--- src/rtl/ddk_pkg.sv ---
// ----------------------------------------------------------------------------
// ddk_pkg
// Shared constants for the DDK data-bus blocks.
//   DDK_DATA_W : width of the parallel DATA bus.
//   RD_*       : encoding of the read-port output FSM.
//   rd_state_e : typed view of that encoding, used by ddk_data_rd_port.
// ----------------------------------------------------------------------------
package ddk_pkg;

  localparam int DDK_DATA_W = 16;

  localparam logic [1:0] RD_EMPTY = 2'd0;
  localparam logic [1:0] RD_LOAD  = 2'd1;
  localparam logic [1:0] RD_VALID = 2'd2;

  typedef enum logic [1:0] {
    RD_ST_EMPTY = RD_EMPTY,
    RD_ST_LOAD  = RD_LOAD,
    RD_ST_VALID = RD_VALID
  } rd_state_e;

endpackage

--- src/rtl/ddk_sync_fifo.sv ---
// ----------------------------------------------------------------------------
// ddk_sync_fifo
// Single-clock FIFO with registered read/write pointers. Each pointer carries
// one extra MSB so full and empty can be told apart when the index bits match.
// The head word is available combinationally on rdata_o.
// Ports:
//   clk_i    : clock
//   rst_ni   : synchronous active-low reset (clears pointers only)
//   push_i   : write wdata_i this cycle (ignored when full)
//   wdata_i  : data to write
//   pop_i    : drop the head word this cycle (ignored when empty)
//   rdata_o  : current head word
//   full_o   : DEPTH words stored
//   empty_o  : no words stored
//   level_o  : number of words stored
// ----------------------------------------------------------------------------
module ddk_sync_fifo
  import ddk_pkg::*;
#(
  parameter int DATA_W = DDK_DATA_W,
  parameter int DEPTH  = 16
) (
  input  logic                     clk_i,
  input  logic                     rst_ni,
  input  logic                     push_i,
  input  logic [DATA_W-1:0]        wdata_i,
  input  logic                     pop_i,
  output logic [DATA_W-1:0]        rdata_o,
  output logic                     full_o,
  output logic                     empty_o,
  output logic [$clog2(DEPTH):0]   level_o
);

  localparam int AW = $clog2(DEPTH);
  localparam logic [AW:0] PTR_ONE = {{AW{1'b0}}, 1'b1};

  logic [DATA_W-1:0] mem_q [DEPTH];
  logic [AW:0]       wr_ptr_q, wr_ptr_d;
  logic [AW:0]       rd_ptr_q, rd_ptr_d;
  logic              do_push, do_pop;

  assign empty_o = (wr_ptr_q == rd_ptr_q);
  assign full_o  = (wr_ptr_q[AW] != rd_ptr_q[AW]) &&
                   (wr_ptr_q[AW-1:0] == rd_ptr_q[AW-1:0]);
  assign level_o = wr_ptr_q - rd_ptr_q;
  assign rdata_o = mem_q[rd_ptr_q[AW-1:0]];

  assign do_push = push_i & ~full_o;
  assign do_pop  = pop_i  & ~empty_o;

  always_comb begin
    wr_ptr_d = wr_ptr_q;
    rd_ptr_d = rd_ptr_q;
    if (do_push) wr_ptr_d = wr_ptr_q + PTR_ONE;
    if (do_pop)  rd_ptr_d = rd_ptr_q + PTR_ONE;
  end

  // NOTE: state registers use non-blocking assignments so every flop samples
  // the values from before the clock edge, regardless of statement order.
  always_ff @(posedge clk_i) begin
    if (!rst_ni) begin
      wr_ptr_q <= '0;
      rd_ptr_q <= '0;
    end else begin
      wr_ptr_q <= wr_ptr_d;
      rd_ptr_q <= rd_ptr_d;
    end
  end

  // NOTE: the storage array has no reset; clearing the pointers already marks
  // every entry invalid, and a reset here would stop RAM inference.
  always_ff @(posedge clk_i) begin
    if (do_push) mem_q[wr_ptr_q[AW-1:0]] <= wdata_i;
  end

endmodule

--- src/rtl/ddk_data_rd_port.sv ---
// ----------------------------------------------------------------------------
// ddk_data_rd_port
// FPGA->MCU readback path on the 16-bit parallel DATA bus. Words from
// ddk_core are buffered in a FIFO; the head word is moved into an output
// register and presented on DataOut. A rising edge on the MCU-driven DataClk
// (while DataRe is high) acknowledges the presented word and advances to the
// next one. DataClk and DataRe are asynchronous and pass through
// SYNC_STAGES flops before use.
// Ports:
//   SysClk        : system clock (only clock)
//   SysRst        : synchronous active-low reset
//   WrData/WrValid/WrReady : producer handshake from ddk_core
//   DataClk       : MCU strobe, rising edge = presented word consumed
//   DataRe        : MCU read enable, high = FPGA drives the bus
//   DataOut       : presented word (BIBUF D)
//   DataOe        : bus output enable (BIBUF E) = synchronized DataRe
//   DataRdy       : DataOut holds a valid unread word
//   Level         : FIFO occupancy, not counting the presented word
// Optional (macro DDK_RD_STATS_EN):
//   UnderflowCnt  : saturating count of acknowledges seen with no valid word
//   OverrunSticky : set once the producer offered a word while WrReady was 0
// ----------------------------------------------------------------------------
module ddk_data_rd_port
  import ddk_pkg::*;
#(
  parameter int DATA_W      = DDK_DATA_W,
  parameter int DEPTH       = 16,
  parameter int SYNC_STAGES = 2
) (
  input  logic                     SysClk,
  input  logic                     SysRst,
  input  logic [DATA_W-1:0]        WrData,
  input  logic                     WrValid,
  output logic                     WrReady,
  input  logic                     DataClk,
  input  logic                     DataRe,
  output logic [DATA_W-1:0]        DataOut,
  output logic                     DataOe,
  output logic                     DataRdy,
  output logic [$clog2(DEPTH):0]   Level
`ifdef DDK_RD_STATS_EN
  ,
  output logic [7:0]               UnderflowCnt,
  output logic                     OverrunSticky
`endif
);

  // --------------------------------------------------------------------------
  // Synchronizers. Bit SYNC_STAGES-1 is the synchronized level; one extra
  // flop on the strobe turns its rising edge into a single-cycle pulse.
  // --------------------------------------------------------------------------
  logic [SYNC_STAGES-1:0] clk_sync_q;
  logic [SYNC_STAGES-1:0] re_sync_q;
  logic                   clk_sync_dly_q;
  logic                   clk_rise;
  logic                   data_oe;

  always_ff @(posedge SysClk) begin
    if (!SysRst) begin
      clk_sync_q     <= '0;
      re_sync_q      <= '0;
      clk_sync_dly_q <= 1'b0;
    end else begin
      clk_sync_q     <= {clk_sync_q[SYNC_STAGES-2:0], DataClk};
      re_sync_q      <= {re_sync_q[SYNC_STAGES-2:0], DataRe};
      clk_sync_dly_q <= clk_sync_q[SYNC_STAGES-1];
    end
  end

  assign clk_rise = clk_sync_q[SYNC_STAGES-1] & ~clk_sync_dly_q;
  assign data_oe  = re_sync_q[SYNC_STAGES-1];
  assign DataOe   = data_oe;

  // --------------------------------------------------------------------------
  // FIFO. WrReady is forced low while reset is asserted so the producer never
  // sees a handshake that reset is about to discard.
  // --------------------------------------------------------------------------
  logic [DATA_W-1:0] fifo_rdata;
  logic              fifo_full;
  logic              fifo_empty;
  logic              fifo_pop;
  logic              fifo_push;

  assign WrReady   = SysRst & ~fifo_full;
  assign fifo_push = WrValid & WrReady;

  ddk_sync_fifo #(
    .DATA_W (DATA_W),
    .DEPTH  (DEPTH)
  ) u_fifo (
    .clk_i   (SysClk),
    .rst_ni  (SysRst),
    .push_i  (fifo_push),
    .wdata_i (WrData),
    .pop_i   (fifo_pop),
    .rdata_o (fifo_rdata),
    .full_o  (fifo_full),
    .empty_o (fifo_empty),
    .level_o (Level)
  );

  // --------------------------------------------------------------------------
  // Output FSM. LOAD is a one-cycle settle state between the first word
  // landing in the output register and DataRdy rising, so the bus value is
  // stable before the MCU is told it is valid.
  // --------------------------------------------------------------------------
  rd_state_e         state_q, state_d;
  logic [DATA_W-1:0] dout_q, dout_d;
  logic              rdy_q, rdy_d;

  // NOTE: every output of this block is given a default before the case so
  // no path leaves a variable unassigned, which would infer a latch.
  always_comb begin
    state_d  = state_q;
    dout_d   = dout_q;
    rdy_d    = rdy_q;
    fifo_pop = 1'b0;
    case (state_q)
      RD_ST_EMPTY: begin
        if (!fifo_empty) begin
          fifo_pop = 1'b1;
          dout_d   = fifo_rdata;
          state_d  = RD_ST_LOAD;
        end
      end
      RD_ST_LOAD: begin
        rdy_d   = 1'b1;
        state_d = RD_ST_VALID;
      end
      RD_ST_VALID: begin
        // An acknowledge with the bus disabled is not a real read.
        if (clk_rise && data_oe) begin
          if (!fifo_empty) begin
            fifo_pop = 1'b1;
            dout_d   = fifo_rdata;
          end else begin
            rdy_d   = 1'b0;
            state_d = RD_ST_EMPTY;
          end
        end
      end
      default: begin
        rdy_d   = 1'b0;
        state_d = RD_ST_EMPTY;
      end
    endcase
  end

  always_ff @(posedge SysClk) begin
    if (!SysRst) begin
      state_q <= RD_ST_EMPTY;
      dout_q  <= '0;
      rdy_q   <= 1'b0;
    end else begin
      state_q <= state_d;
      dout_q  <= dout_d;
      rdy_q   <= rdy_d;
    end
  end

  assign DataOut = dout_q;
  assign DataRdy = rdy_q;

`ifdef DDK_RD_STATS_EN
  // --------------------------------------------------------------------------
  // Debug statistics, cleared only by reset.
  // --------------------------------------------------------------------------
  logic [7:0] underflow_cnt_q;
  logic       overrun_q;

  always_ff @(posedge SysClk) begin
    if (!SysRst) begin
      underflow_cnt_q <= 8'd0;
      overrun_q       <= 1'b0;
    end else begin
      if (clk_rise && data_oe && !rdy_q && (underflow_cnt_q != 8'hFF))
        underflow_cnt_q <= underflow_cnt_q + 8'd1;
      if (WrValid && !WrReady)
        overrun_q <= 1'b1;
    end
  end

  assign UnderflowCnt  = underflow_cnt_q;
  assign OverrunSticky = overrun_q;
`endif

endmodule

--- config.mk ---
export PLATFORM = sky130hd
export DESIGN_NAME = ddk_data_rd_port
export DESIGN_NICKNAME = d
export VERILOG_FILES = /design/src/rtl/ddk_pkg.sv /design/src/rtl/ddk_sync_fifo.sv /design/src/rtl/ddk_data_rd_port.sv
export SDC_FILE = /design/constraint.sdc
export NUM_CORES = 1
export LEC_CHECK = 0
export ABC_AREA = 0
export CAP_MARGIN = 20
export CORE_MARGIN = 5
export CORE_UTILIZATION = 54
export DETAILED_ROUTE_END_ITERATION = 8
export GPL_TIMING_DRIVEN = 0
export PLACE_DENSITY = 0.75
export SLEW_MARGIN = 40
export SYNTH_ARGS = -nofsm -noshare
export SYNTH_HDL_FRONTEND = slang
export SYNTH_SLANG_ARGS = --single-unit
--- constraint.sdc ---
create_clock -name SysClk -period 2.9 [get_ports SysClk]
set_clock_uncertainty 0.1 [all_clocks]
set_input_delay 0.58 -clock SysClk [delete_from_list [all_inputs] [get_ports SysClk]]
set_output_delay 0.58 -clock SysClk [all_outputs]
set_load 0.03 [all_outputs]
== Word-level counts from Yosys, hierarchy flattened ==
Memories as Yosys holds them, arrays and structs flattened. A register that Yosys moved wholly into a read port is not among the register bits.
Cells that the tools add are included.

* Output and inout port bits: 24
* Bits in writable memories: 256
* Flip-flop bits (word level): 34
* Input port bits: 21
* Memories kept: 1

{| class="wikitable"
|+ Memories
! name !! words !! width !! rd ports !! clocked after memory_dff !! write ports !! line !! RTL
|-
| u_fifo.mem_q || 16 || 16 || 1 || 1 || 1 || ddk_sync_fifo.sv:37 || <nowiki>logic [DATA_W-1:0] mem_q [DEPTH];</nowiki>
|}

* Bitwise gates (word level): 9
* Add/sub/neg operators: 3
* Equality and inequality tests: 8
* Multiplexer cells: 17
* Reductions and logical operators: 7

{| class="wikitable"
|+ Operator list
! kind !! number
|-
| $mux 16 || 2
|-
| $pmux 16 s2 || 1
|-
| $add 5x1->5 const B || 2
|-
| $mux 4 || 2
|-
| $mux 1 || 6
|-
| $mux 2 || 3
|-
| $ne 2x2->1 const B || 3
|-
| $pmux 2 s3 || 1
|-
| $reduce_and 3->1 || 2
|-
| $and 1x1->1 || 5
|-
| $eq 5x5->1 || 1
|-
| $sub 5x5->5 || 1
|-
| $eq 4x4->1 || 1
|-
| $not 1->1 || 4
|-
| $pmux 1 s3 || 1
|-
| $eq 2x1->1 const B || 1
|-
| $eq 2x2->1 const B || 1
|-
| $logic_and 1x1->1 || 2
|-
| $logic_not 2->1 || 1
|-
| $pmux 1 s2 || 1
|-
| $reduce_and 2->1 || 1
|-
| $reduce_bool 2->1 || 1
|-
| $ne 1x1->1 || 1
|}

== Logic depth before layout (Yosys ltp) ==
* Depth in word-level cells: 8
* Depth in mapped cells: 7
* Mapped depth without buffers: 7

== By module ==
A second synthesis with hierarchy kept.

* Cells, all modules: 565
* Area total of the unflattened synthesis: 11297.1 um2

{| class="wikitable"
|+ Modules (own cells, without submodules)
! module !! cells an instance !! instances !! seq. area each (um2) !! area an instance (um2)
|-
| ddk_sync_fifo || 499 || 1 || 7967.6 || 10472.5
|-
| ddk_data_rd_port || 66 || 1 || 480.5 || 824.5
|}

== Least setup slack after synthesis ==
Ideal clock, no wire load.

* Path type: register -> register
* Start point: reg u_fifo.rd_ptr_q[2]
* End point: mem u_fifo.mem_q[0][0] (netlist name), enable pin
* Cell stages (with the launch flop): 7
* Arrival time: 2.398 ns
* Data required time: 2.391 ns
* Period minus slack after synthesis: 2.907 ns
* Slack: -0.007 ns
* Path through: dfxtp_1 > inv_1 > ha_1 > nand4_1 > o211a_1 > nand2_1 > nor3_1

* Word-level cells in the longest chain between the ends: 8

{| class="wikitable"
|+ Ends and longest elaborated chain
! what !! line !! RTL
|-
| start, declared || ddk_sync_fifo.sv:39 || <nowiki>logic [AW:0] rd_ptr_q, rd_ptr_d;</nowiki>
|-
| start signal, assigned || ddk_sync_fifo.sv:66 || <nowiki>rd_ptr_q <= rd_ptr_d;</nowiki>
|-
| $eq 4x4->1 * || ddk_sync_fifo.sv:44 || <nowiki>(wr_ptr_q[AW-1:0] == rd_ptr_q[AW-1:0]);</nowiki>
|-
| $logic_and 1x1->1 * || ddk_sync_fifo.sv:43 || <nowiki>assign full_o = (wr_ptr_q[AW] != rd_ptr_q[AW]) &&</nowiki>
|-
| $not 1->1 * || ddk_sync_fifo.sv:48, ddk_data_rd_port.sv:84 ||
|-
| $and 1x1->1 || ddk_data_rd_port.sv:84 || <nowiki>assign WrReady = SysRst & ~fifo_full;</nowiki>
|-
| $and 1x1->1 || ddk_data_rd_port.sv:85 || <nowiki>assign fifo_push = WrValid & WrReady;</nowiki>
|-
| $and 1x1->1 * || ddk_sync_fifo.sv:48 || <nowiki>assign do_push = push_i & ~full_o;</nowiki>
|-
| $mux 1 * || ddk_sync_fifo.sv:73 || <nowiki>if (do_push) mem_q[wr_ptr_q[AW-1:0]] <= wdata_i;</nowiki>
|-
| $mux 1 (not written as such) * || ddk_sync_fifo.sv:73 ||
|-
| end, declared || ddk_sync_fifo.sv:37 ||
|}

Mark *: on every way between the ends. The rest lies on a longest branch, timed or not.

== Worst setup path after layout ==
* Start point: reg u_fifo.wr_ptr_q[0]
* End point: out Level[4]

* Word-level cells in the longest chain between the ends: 1

{| class="wikitable"
|+ Ends and longest elaborated chain
! what !! line !! RTL
|-
| start, declared || ddk_sync_fifo.sv:38 || <nowiki>logic [AW:0] wr_ptr_q, wr_ptr_d;</nowiki>
|-
| start signal, assigned || ddk_sync_fifo.sv:65 || <nowiki>wr_ptr_q <= wr_ptr_d;</nowiki>
|-
| $sub 5x5->5 || ddk_sync_fifo.sv:45 || <nowiki>assign level_o = wr_ptr_q - rd_ptr_q;</nowiki>
|-
| end, declared || ddk_data_rd_port.sv:40 || <nowiki>output logic [$clog2(DEPTH):0] Level</nowiki>
|}

Every way passes these cells.

==> results.md <==
- The final period utilization is 96.9%.
- The number of buffers on the longest clock path is 3.
- In this run, flip-flops and latches consume 45.7% of the power.
- The largest single stage delay on the critical path is 370 ps.
- The total net switching power is 2.78 mW.
- The highest metal layer carrying signal wires in the routed design is met4.
- The buffer type at the clock tree root is clkbuf_16.
- The floorplan step set the die width to 155 microns.
- During synthesis, Yosys emitted a total of 0 warnings.
- TritonCTS built the clock tree.
- After synthesis, the most frequently instantiated cells are 256 x edfxtp_1, 94 x mux2i_1, 43 x o22ai_1.
- The layout net count is 763.
- The signal on the critical path passes through inv_2 -> ha_2 -> fa_2 -> inv_1 -> a21o_1 -> a21oi_1 -> xnor2_1 -> buf_4.
- The total area inside the core boundary comes to 0.0208 sq mm.
- The power density over the cells is 810 mW/mm^2.
- The clock-pin transition on the worst setup and hold timing paths is 60 ps.
- The number of setup violations in the final report is 0.
- The largest individual stage delay along the critical path comes from the cell dfxtp_4.
- The sequential share of the synthesized area is 74.6%.
- Timing would allow up to 356 MHz.
- The internal portion of the total power is 8.02 mW.
- The clock drives 294 sinks.
- The endpoint kind of the worst setup timing path is an output pin.
- The met1 routed wirelength after detailed routing is 9450 microns.
- The detailed-route via count is 6145.
- The first detailed-routing pass took 5 iterations.
- At the worst endpoint, the arrival time is 2130 ps.
- Before CTS, the worst setup slack after placement is -156 ps.
- The via count of the first global-routing pass came to 6212.
- The number of top-level design ports is 45.
- Synthesis produced a netlist with a net count of 683.
- Entering global routing, the biggest net connects 17 pins.
- The final hold violation count came to 0.
- STA classifies the critical path startpoint as a register.
- Setup repair after global routing could not meet its margin everywhere.
- In the routed layout, each cell is associated on average with a via count of 5.98.
- In this run, synthesis produced a sequential element count of 294.
- The antenna violation net count after detailed routing is 0.
- For the pin with the worst max-slew slack, the measured transition is 868 ps.
- The instance count after placement with tap cells included is 975.
- The worst slew margin relative to its limit is 42.1%.
- The first routing iteration left 517 violations.
- In the post-synthesis netlist, the biggest area contributors are edfxtp_1 68%, mux2i_1 8.3%, dfxtp_1 6.7%, mux4_2 4.2%, o22ai_1 2.4%.
- Relative to the synthesized area, the layout overhead comes to 17.7%.
- The first-pass GRT wire length is 35700 microns.
- The cell with the most instances after synthesis is edfxtp_1.
- For the worst setup path, the data required time is 2220 ps.
- The maximum fanout along the worst path is 4.
- The portion of total power attributed to combinational logic is 17.9%.
- Counting distinct cell types in the post-synthesis netlist gives 43.
- By startpoint and endpoint, the worst setup path is classified as reg -> out.
- Among all flip-flop cells after synthesis, the most frequent one is edfxtp_1.
- In the final routed layout, each cell accounts on average for 22.7 microns.
- The number of hold-repair buffers added at the cts stage is 0.
- The area of the die is 0.0240 sq mm.
- The met3 wire length is 1800 microns.
- Counting flops with a built-in enable in the synthesized netlist gives 256.
- The number of levels in the clock H-tree is 1.
- On the final layout, the worst hold slack is 345 ps.
- In this run switching power makes up 25.7% of total power.
- After technology mapping, the gate count stands at 652.
- In this run the tool buffered the top-level ports with 44 buffer cells.
- The amount of wire on met2 after detailed routing is 11500 microns.
- The number of clock buffers inserted by TritonCTS is 28.
- Excluding fillers, the count of instances in the completed layout stands at 1028.
- The initial antenna violation count is 0.
- The average footprint of a synthesized cell is 17.4 sq um.
- The diode insertion count for antenna repair is 0.
- The cell type with the highest aggregate area in the netlist is edfxtp_1.
- Measured along the y axis, the die boundary spans 155 microns.
- The filler cell count in the final layout is 1433.
- The minimum setup slack in the final design is 88.9 ps.
- The final RePlAce weighted congestion is 0.943.
- The tightest min-delay check is of the reg -> reg type.
- The final max-slew violation count came to 0.
- The final cell utilization of the core is 64.0%.
- In this run the core area contains 53 standard-cell rows.
- The clock period minus final worst setup slack is 2810 ps.
- The number of remaining DRC errors is 0.
- The clock latency on the worst-skew pair is 540 ps.
- The tool flagged a number of max-cap violations equal to 0.
- The total grt overflow is 0.
- The share of layout cells above drive strength 1 is 16.5%.
- VDD sags by at most 0.433 mV.
- The flow ran to the end, and the final reports show no timing, DRC or antenna violations.
- The post-synthesis instance area is 0.0113 sq mm.
- The clock network burns 36.4% of the power.
- Across every metal layer, demand over resource in global routing totals 19.5%.
- After detailed routing, the total wire length is 23400 microns.
- Of all flip-flops after synthesis, the portion carrying an async set or reset was 0%.
- The leakage power is 4.18 nW.
- Summed over its instances, the top area cell type makes up 67.9% of the synthesized netlist area.
- The initial utilization of the core area, before any placement, comes to 54.4%.
- The wire-length estimate of the detail-placed layout is 15800 microns.
[state kept, by name, summed over array words and instances (netlist names), named ones only]
| name | cells |
|---|---|
| re_sync_q | 2 |
| state_q | 2 |
| u_fifo.mem_q | 256 |
| u_fifo.rd_ptr_q | 5 |
| clk_sync_q | 2 |
| DataOut | 16 |
| clk_sync_dly_q | 1 |
| DataRdy | 1 |
| u_fifo.wr_ptr_q | 5 |
[per-layer routing]
layer | global-route usage, % | vias to the layer above
met4 | 5.80 | 0
li1 | - | 2738
met2 | 32.3 | 252
met1 | 26.6 | 3105
met3 | 3.86 | 50
met5 | 0 | -
[final timing paths]
path | slack, ps | startpoint | end | cells after the start
worst max register to register | 170 | u_fifo.rd_ptr_q[2]$_SDFFE_PN0P_ | u_fifo.mem_q[11][5]$_DFFE_PP_ | 6
worst min register to register | 340 | re_sync_q[0]$_SDFF_PN0_ | re_sync_q[1]$_SDFF_PN0_ | 1
worst max-delay path | 90 | u_fifo.wr_ptr_q[0]$_SDFFE_PN0P_ | Level[4] | 8
worst min-delay path | 340 | re_sync_q[0]$_SDFF_PN0_ | re_sync_q[1]$_SDFF_PN0_ | 1
[critical path: cells and delay by family, from the launching register on]
family          cells  cell delay [ps]
compound gates      2              200
xor+xnor            1              180
fa+ha+maj           2              540
buf+inv             3              320
flops               1              370
[power by group through the flow]
stage / Combinational [mW] / Clock (mW) / Sequential [mW]
after detailed placement: 1.91 / 0 / 5.00
after global routing: 2.05 / 4.18 / 4.93
after global placement: 1.84 / 0 / 5.00
final: 1.93 / 3.93 / 4.93
after CTS: 1.91 / 3.97 / 4.92
after floorplan: 0.975 / 0 / 5.18
[cell type report]
| cell class | instances | area (sq um) | area share, % |
|---|---|---|---|
| flip-flops and latches | 294 | 8460 | 63.4 |
| multi-input cells | 314 | 2800 | 21.0 |
| clock buffers | 33 | 751 | 5.63 |
| repair buffers | 50 | 498 | 3.74 |
| well taps | 275 | 344 | 2.58 |
| clock inverters | 18 | 269 | 2.02 |
| plain buffers | 34 | 175 | 1.31 |
| inverters | 10 | 37.5 | 0.282 |
[cell families (layout without fill, tap and decap cells)]
| group | after synthesis | in the layout | synth area share, % |
|---|---|---|---|
| AND/OR/NAND/NOR | 88 | 88 | 3.94 |
| adder cells (fa/ha/maj) | 10 | 10 | 1.17 |
| buffers and inverters | 44 | 145 | 1.88 |
| multiplexers | 115 | 115 | 12.5 |
| flip-flops | 294 | 294 | 74.6 |
| AO/OA/AOI/OAI | 95 | 95 | 5.38 |
| XOR/XNOR | 6 | 6 | 0.530 |
[repair_timing]
item,CTS,global route
pin swaps,0,2
buffers inserted,0,1
gates resized for setup,16,6
hold endpoints to repair,0,0
setup endpoints to repair,5,12
[cell usage in the layout, fill, tap and decap left out, drive strengths merged, types with 2 or more instances in the layout]
cell,instances
clkinv,11
nand3,2
and2,8
o22ai,43
o21ai,19
a21oi,3
ha,9
dfxtp,38
a31oi,17
nand4,4
a211oi,5
edfxtp,256
or3b,2
mux2i,94
buf,29
mux4,21
clkdlybuf4s15,2
xnor2,5
bufinv,7
nand2b,3
nor2b,5
nor3,15
or3,2
clkdlybuf4s50,39
nor2,12
a21o,2
inv,10
nand3b,3
nand2,29
dlygate4sd2,2
clkbuf,45
[through the flow]
stage	total power, mW	instance area, sq um	TNS (ps)
floorplan	6.15	11300	0
global placement	6.84	12100	-108750
detailed placement	6.92	12300	-1510
CTS	10.8	13300	0
global route	11.2	13300	-4.25
finish	10.8	13300	0
No activity file was read; power rests on OpenSTA's default activity.
